File: src/rtl/rom_loader.sv
// rtl/rom_loader.sv - host download filter, 4-entry FIFO and memory write-port replayer
//
// Takes the host download byte stream, keeps only downloads whose index
// matches INDEX, buffers bytes in a 4-entry FIFO and replays them as
// single-byte writes into one memory write port. Holds the machine in reset
// (busy) while loading and reports count / additive checksum / error at the end.
//
// Ports:
//   clock, reset           - system clock, asynchronous active-high reset
//   dl_active, dl_index    - download in progress (level), index sampled at start
//   dl_wr, dl_addr, dl_data- one-cycle byte strobe with address and data
//   dl_wait                - backpressure to host (occupancy >= 3, registered)
//   mem_a, mem_d, mem_w    - memory write address / data / request (FIFO head)
//   mem_ready              - write accepted this cycle when high with mem_w
//   busy, done, err        - loading, last load completed, sticky per-load error
//   count, sum             - bytes written (saturating), modulo-2^16 byte sum
module rom_loader #(
    parameter  int KB    = 16,
    parameter  int INDEX = 0,
    localparam int AW    = $clog2(KB * 1024)
) (
    input  logic          clock,
    input  logic          reset,
    input  logic          dl_active,
    input  logic [7:0]    dl_index,
    input  logic          dl_wr,
    input  logic [24:0]   dl_addr,
    input  logic [7:0]    dl_data,
    output logic          dl_wait,
    output logic [AW-1:0] mem_a,
    output logic [7:0]    mem_d,
    output logic          mem_w,
    input  logic          mem_ready,
    output logic          busy,
    output logic          done,
    output logic          err,
    output logic [AW:0]   count,
    output logic [15:0]   sum
);

    typedef enum logic [1:0] {
        S_IDLE  = 2'd0,
        S_LOAD  = 2'd1,
        S_FLUSH = 2'd2,
        S_DONE  = 2'd3
    } state_t;

    state_t        r_state;
    logic          r_active_prev;
    logic [AW-1:0] r_fifo_a [4];
    logic [7:0]    r_fifo_d [4];
    logic [1:0]    r_wptr;
    logic [1:0]    r_rptr;
    logic [2:0]    r_occ;
    logic          r_wait;
    logic          r_busy;
    logic          r_done;
    logic          r_err;
    logic [AW:0]   r_count;
    logic [15:0]   r_sum;

    logic          w_start;
    logic          w_pop;
    logic          w_in_range;
    logic          w_strobe;
    logic          w_push;
    logic          w_drop;
    logic [2:0]    w_occ_next;

    // A load starts only on the rising edge of dl_active, so a non-matching
    // download never re-triggers later in the same download.
    assign w_start    = dl_active && !r_active_prev && (dl_index == 8'(INDEX))
                        && ((r_state == S_IDLE) || (r_state == S_DONE));
    assign w_pop      = (r_occ != 3'd0) && mem_ready;
    assign w_in_range = ({7'd0, dl_addr} < 32'(KB * 1024));
    assign w_strobe   = (r_state == S_LOAD) && dl_wr;
    // A full FIFO still accepts a byte when the head retires in the same cycle.
    assign w_push     = w_strobe && w_in_range && ((r_occ != 3'd4) || w_pop);
    assign w_drop     = w_strobe && !w_push;
    assign w_occ_next = w_start ? 3'd0
                                : r_occ + {2'd0, w_push} - {2'd0, w_pop};

    // FIFO storage needs no reset: mem_a/mem_d are masked while empty.
    always_ff @(posedge clock) begin
        if (w_push) begin
            r_fifo_a[r_wptr] <= dl_addr[AW-1:0];
            r_fifo_d[r_wptr] <= dl_data;
        end
    end

    always_ff @(posedge clock or posedge reset) begin
        if (reset) begin
            r_state       <= S_IDLE;
            r_active_prev <= 1'b0;
            r_wptr        <= 2'd0;
            r_rptr        <= 2'd0;
            r_occ         <= 3'd0;
            r_wait        <= 1'b0;
            r_busy        <= 1'b0;
            r_done        <= 1'b0;
            r_err         <= 1'b0;
            r_count       <= '0;
            r_sum         <= 16'd0;
        end else begin
            r_active_prev <= dl_active;
            r_occ         <= w_occ_next;
            r_wait        <= (w_occ_next >= 3'd3);
            if (w_start) begin
                r_state <= S_LOAD;
                r_wptr  <= 2'd0;
                r_rptr  <= 2'd0;
                r_count <= '0;
                r_sum   <= 16'd0;
                r_err   <= 1'b0;
                r_done  <= 1'b0;
                r_busy  <= 1'b1;
            end else begin
                if (w_push) begin
                    r_wptr <= r_wptr + 2'd1;
                end
                if (w_pop) begin
                    r_rptr <= r_rptr + 2'd1;
                    r_sum  <= r_sum + {8'd0, r_fifo_d[r_rptr]};
                    if (r_count != '1) begin
                        r_count <= r_count + 1'b1;
                    end
                end
                if (w_drop) begin
                    r_err <= 1'b1;
                end
                case (r_state)
                    S_LOAD: begin
                        if (!dl_active) begin
                            r_state <= S_FLUSH;
                        end
                    end
                    S_FLUSH: begin
                        // Finish on the edge that retires the last entry.
                        if (w_occ_next == 3'd0) begin
                            r_state <= S_DONE;
                            r_busy  <= 1'b0;
                            r_done  <= 1'b1;
                        end
                    end
                    default: begin
                    end
                endcase
            end
        end
    end

    assign mem_w   = (r_occ != 3'd0);
    assign mem_a   = mem_w ? r_fifo_a[r_rptr] : '0;
    assign mem_d   = mem_w ? r_fifo_d[r_rptr] : 8'd0;
    assign dl_wait = r_wait;
    assign busy    = r_busy;
    assign done    = r_done;
    assign err     = r_err;
    assign count   = r_count;
    assign sum     = r_sum;

endmodule
File: config.mk
export PLATFORM = sky130hd
export DESIGN_NAME = rom_loader
export DESIGN_NICKNAME = d
export VERILOG_FILES = /design/src/rtl/rom_loader.sv
export SDC_FILE = /design/constraint.sdc
export NUM_CORES = 1
export LEC_CHECK = 0
export BUFFER_PORTS_ARGS = -buffer_cell sky130_fd_sc_hd__buf_2
export CAP_MARGIN = 20
export CORE_UTILIZATION = 24
export DETAILED_ROUTE_END_ITERATION = 8
export PLACE_DENSITY = 0.44
export SLEW_MARGIN = 10
export SYNTH_ARGS = -nofsm -noshare
export SYNTH_HDL_FRONTEND = slang
export SYNTH_SLANG_ARGS = --single-unit
File: constraint.sdc
create_clock -name clock -period 3.4 [get_ports clock]
set_input_delay 0.17 -clock clock [delete_from_list [all_inputs] [get_ports clock]]
set_output_delay 0.17 -clock clock [all_outputs]
set_load 0.05 [all_outputs]
==> results.md <==
* Root Driver: clkbuf_16
* Fin. max-slew vios at 0
* Yosys warns at 0
* CP Cell Sequence: inv_1 -> ha_1 -> nand2_1 -> nor4_4 -> inv_1 -> ha_1 -> inv_1 -> ha_1 -> fa_1 -> xnor2_1 -> xnor2_1 -> o211ai_1 -> a22o_1 -> a21oi_1
* Inserted Clock Buffers at 17
* GR Overflow Total at 0
* Drt total wl at between 10 and 15 mm
* Layout cells sized above 1 at about a third
* Post-synth EDFFs at 88
* Final hold violations at 0
* Largest area contributor in the netlist: edfxtp_1
* Slowest CP cell: dfrtp_1
* Maximum clock rate at 321.4 MHz
* Worst-case clock buffer depth at 2
* GRT Total Usage at approximately 12%
* Synth async-reset ratio at roughly a third
* FP Rows at 57
* Final #Nets at around 630
* TritonCTS Sinks at around 130
* Routed Antenna Nets at 0
* Pwr dens at 909.1 nW/µm²
* Chip height at roughly 160 µm
* Largest net degree at the start of global routing at 46
* Most common cell after layout, fill and taps aside: buf_2
* First-pass GRT wire length at around 23 mm
* Net count after synthesis at 485
* Post-CTS resize count at 0
* Commonest cells after routing, fill and taps aside: 103 x buf_2, 88 x edfxtp_1, 44 x dfrtp_1, 32 x nor2_1, 24 x dlygate4sd3_1
* Design area at 7844 µm²
* Area Overhead vs Synth at 30.17%
* Placement Cell Area at 6989 µm²
* I/O pin count at 104
* Clk slew on worst S/H paths at around 0.060 ns
* Worst-Skew Late Latency at between 0.4 and 0.5 ns
* Final core occ at between 30% and 40%
* Syn Area/Cell at 14.35 µm²
* Die Span X at about 160 µm
* Clock Skew at between 0.009 and 0.01 ns
* Critical Path Sink Type: flip-flop
* WP data required at approximately 3.7 ns
* Placer Congestion at ~0.8
* Minimum clock period at around 3.1 ns
* Initial drt markers at 243
* Drt wl/cell at roughly 15 µm
* Leakage at slightly above 3 nW
* Vias per cell at 4.348
* 1st-pass router iterations at 6
* Post-synth top flop: edfxtp_1
* Post-synth top area share at 43.85%
* RSZ-0062 raised after global routing: no
* Largest cells by area after synthesis: edfxtp_1 44%, dfrtp_1 19%, mux4_2 8.2%, ha_1 3.5%, xnor2_1 2.6%
* Starting Density at about a quarter
* Crit path largest cell delay at roughly 0.38 ns
* Post-synthesis sequential area ratio at a little over three fifths
* Initial antenna violation count at 2
* Max-cap viol count at 0
* Critical Path AT at 3.39 ns
* Worst Hold Depth at 4
* R2r worst-path depth at 14
* Htree depth at 4
* Mapped Cells at 420
* CP Max Fanout at 4
* Setup TNS Final at 0 ns
* Vias in the first global route at 4114
* DIE AREA at 25750 µm²
* Synthesized flop and latch total at around 130
* Period Utilization, post-route at roughly 90%
* Port bufs at 103
* Synth Cell Area at 6026 µm²
* Via count at slightly below 4k
* DP Wirelength at 9.463 mm
* Core footprint at between 20000 and 25000 µm²
* Worst min path class: in2reg
* VDD IR-drop max at between 500 and 600 µV
* Slew @ Worst Pin at between 0.7 and 0.8 ns
* WS Path Type: reg2reg
* Residual DRC at 0
* Startpoint Class: flip-flop
* CTS tree: done
* Slew HR at about half
* Outcome: complete, no violations
* Yosys cell types at 57
* Final setup fails at 0
[final cells by class]
| type | count | area (µm²) |
|---|---|---|
| clock inverter | 15 | 163.9 |
| clock buffer | 17 | 425.4 |
| antenna | 2 | 5.005 |
| inverter | 16 | 60.06 |
| sequential | 133 | 3770 |
| multi-input combinational | 256 | 2133 |
| tap | 324 | 405.4 |
| timing repair buffer | 142 | 880.8 |
| fill | 2476 | 16620 |
[per-layer routing]
layer / routed length (µm) / GRT usage [%] / vias to the layer above
met1: 6475 / 14.17 / 1953
met2: 6614 / 18.87 / 88
met3: 730 / 3.951 / 12
met4: 150 / 4.199 / 0
met5: 0 / 0 / -
li1: - / - / 1882
[cells in the mapped netlist, types with 2 or more instances]
| master | number |
|---|---|
| ha_1 | 17 |
| buf_2 | 9 |
| and2_1 | 6 |
| nor4b_1 | 3 |
| nor3_1 | 9 |
| a211oi_1 | 5 |
| and3_1 | 2 |
| nor4_2 | 3 |
| nand3_1 | 13 |
| inv_1 | 16 |
| mux2i_1 | 2 |
| clkbuf_1 | 4 |
| dfrtp_1 | 45 |
| and2_2 | 2 |
| nand4_1 | 5 |
| mux4_2 | 22 |
| xnor2_1 | 18 |
| or4_1 | 3 |
| o21ai_0 | 5 |
| o31ai_1 | 5 |
| nor4_1 | 4 |
| a21oi_1 | 15 |
| xor2_1 | 6 |
| edfxtp_1 | 88 |
| and4_1 | 2 |
| o21a_1 | 5 |
| or3_1 | 4 |
| nor2b_1 | 23 |
| nand2_1 | 19 |
| fa_1 | 2 |
| nor2_1 | 32 |
[what timing repair did]
item | CTS | global route
hold endpoints to repair | 89 | 45
setup buffers | 0 | 0
hold buffers | 23 | 1
[cells by family (layout without fill, tap and decap cells)]
kind of cell | Yosys count | in the layout | share of synthesized area (%)
mux | 24 | 24 | 8.555
xor+xnor | 24 | 24 | 3.488
other cells | 0 | 2 | 0
fa+ha+maj | 19 | 19 | 4.194
flops | 133 | 133 | 62.54
buf+inv | 31 | 190 | 2.284
simple gates | 142 | 142 | 13.64
compound gates | 47 | 47 | 5.295
[metrics by stage]
step | std cells | hold slack (ns) | power (mW) | setup WS (ns)
6_report | 905 | 0.2024 | 7.131 | 0.2882
5_1_grt | 904 | 0.2249 | 7.576 | 0.01029
4_1_cts | 901 | 0.03248 | 7.240 | 0.2640
3_5_place_dp | 846 | 0.3405 | 5.367 | 0.2912
3_3_place_gp | 846 | 0.3376 | 5.341 | 0.3712
2_1_floorplan | 420 | 0.2014 | 4.548 | 0.4397
[worst paths after layout]
check                      startpoint    endpoint  slack [ns]
setup / recovery           r_state[1]  r_state[1]        0.29
hold / removal                  dl_wr         err        0.20
setup reg to reg           r_state[1]  r_state[1]        0.29
hold reg to reg                   err         err        0.50
max in group asynchronous       reset   r_rptr[0]        2.70
min in group asynchronous       reset   count[11]        0.21
[flip-flops by register name, indices dropped and copies added (netlist names)]
signal	cells
dl_wait	1
r_state	2
busy	1
r_fifo_d	32
sum	16
count	15
err	1
done	1
r_rptr	2
r_active_prev	1
r_fifo_a	56
r_occ	3
r_wptr	2
[critical path: cells and delay by family (launching register included)]
| family | cells | cell delay [ns] |
|---|---|---|
| AO/OA/AOI/OAI | 3 | 0.62 |
| flip-flops | 1 | 0.38 |
| AND/OR/NAND/NOR | 2 | 0.42 |
| adder cells (fa/ha/maj) | 4 | 1.05 |
| buffers and inverters | 3 | 0.19 |
| XOR/XNOR | 2 | 0.32 |
[report_power, final]
group	leakage, nW	total, mW	switching, mW	internal [mW]
Sequential	1.35	2.16	0.262	1.90
Clock	0.287	1.81	0.773	1.04
Combinational	1.43	3.16	2.07	1.09
Note: power is estimated with default switching activity, not from simulation.
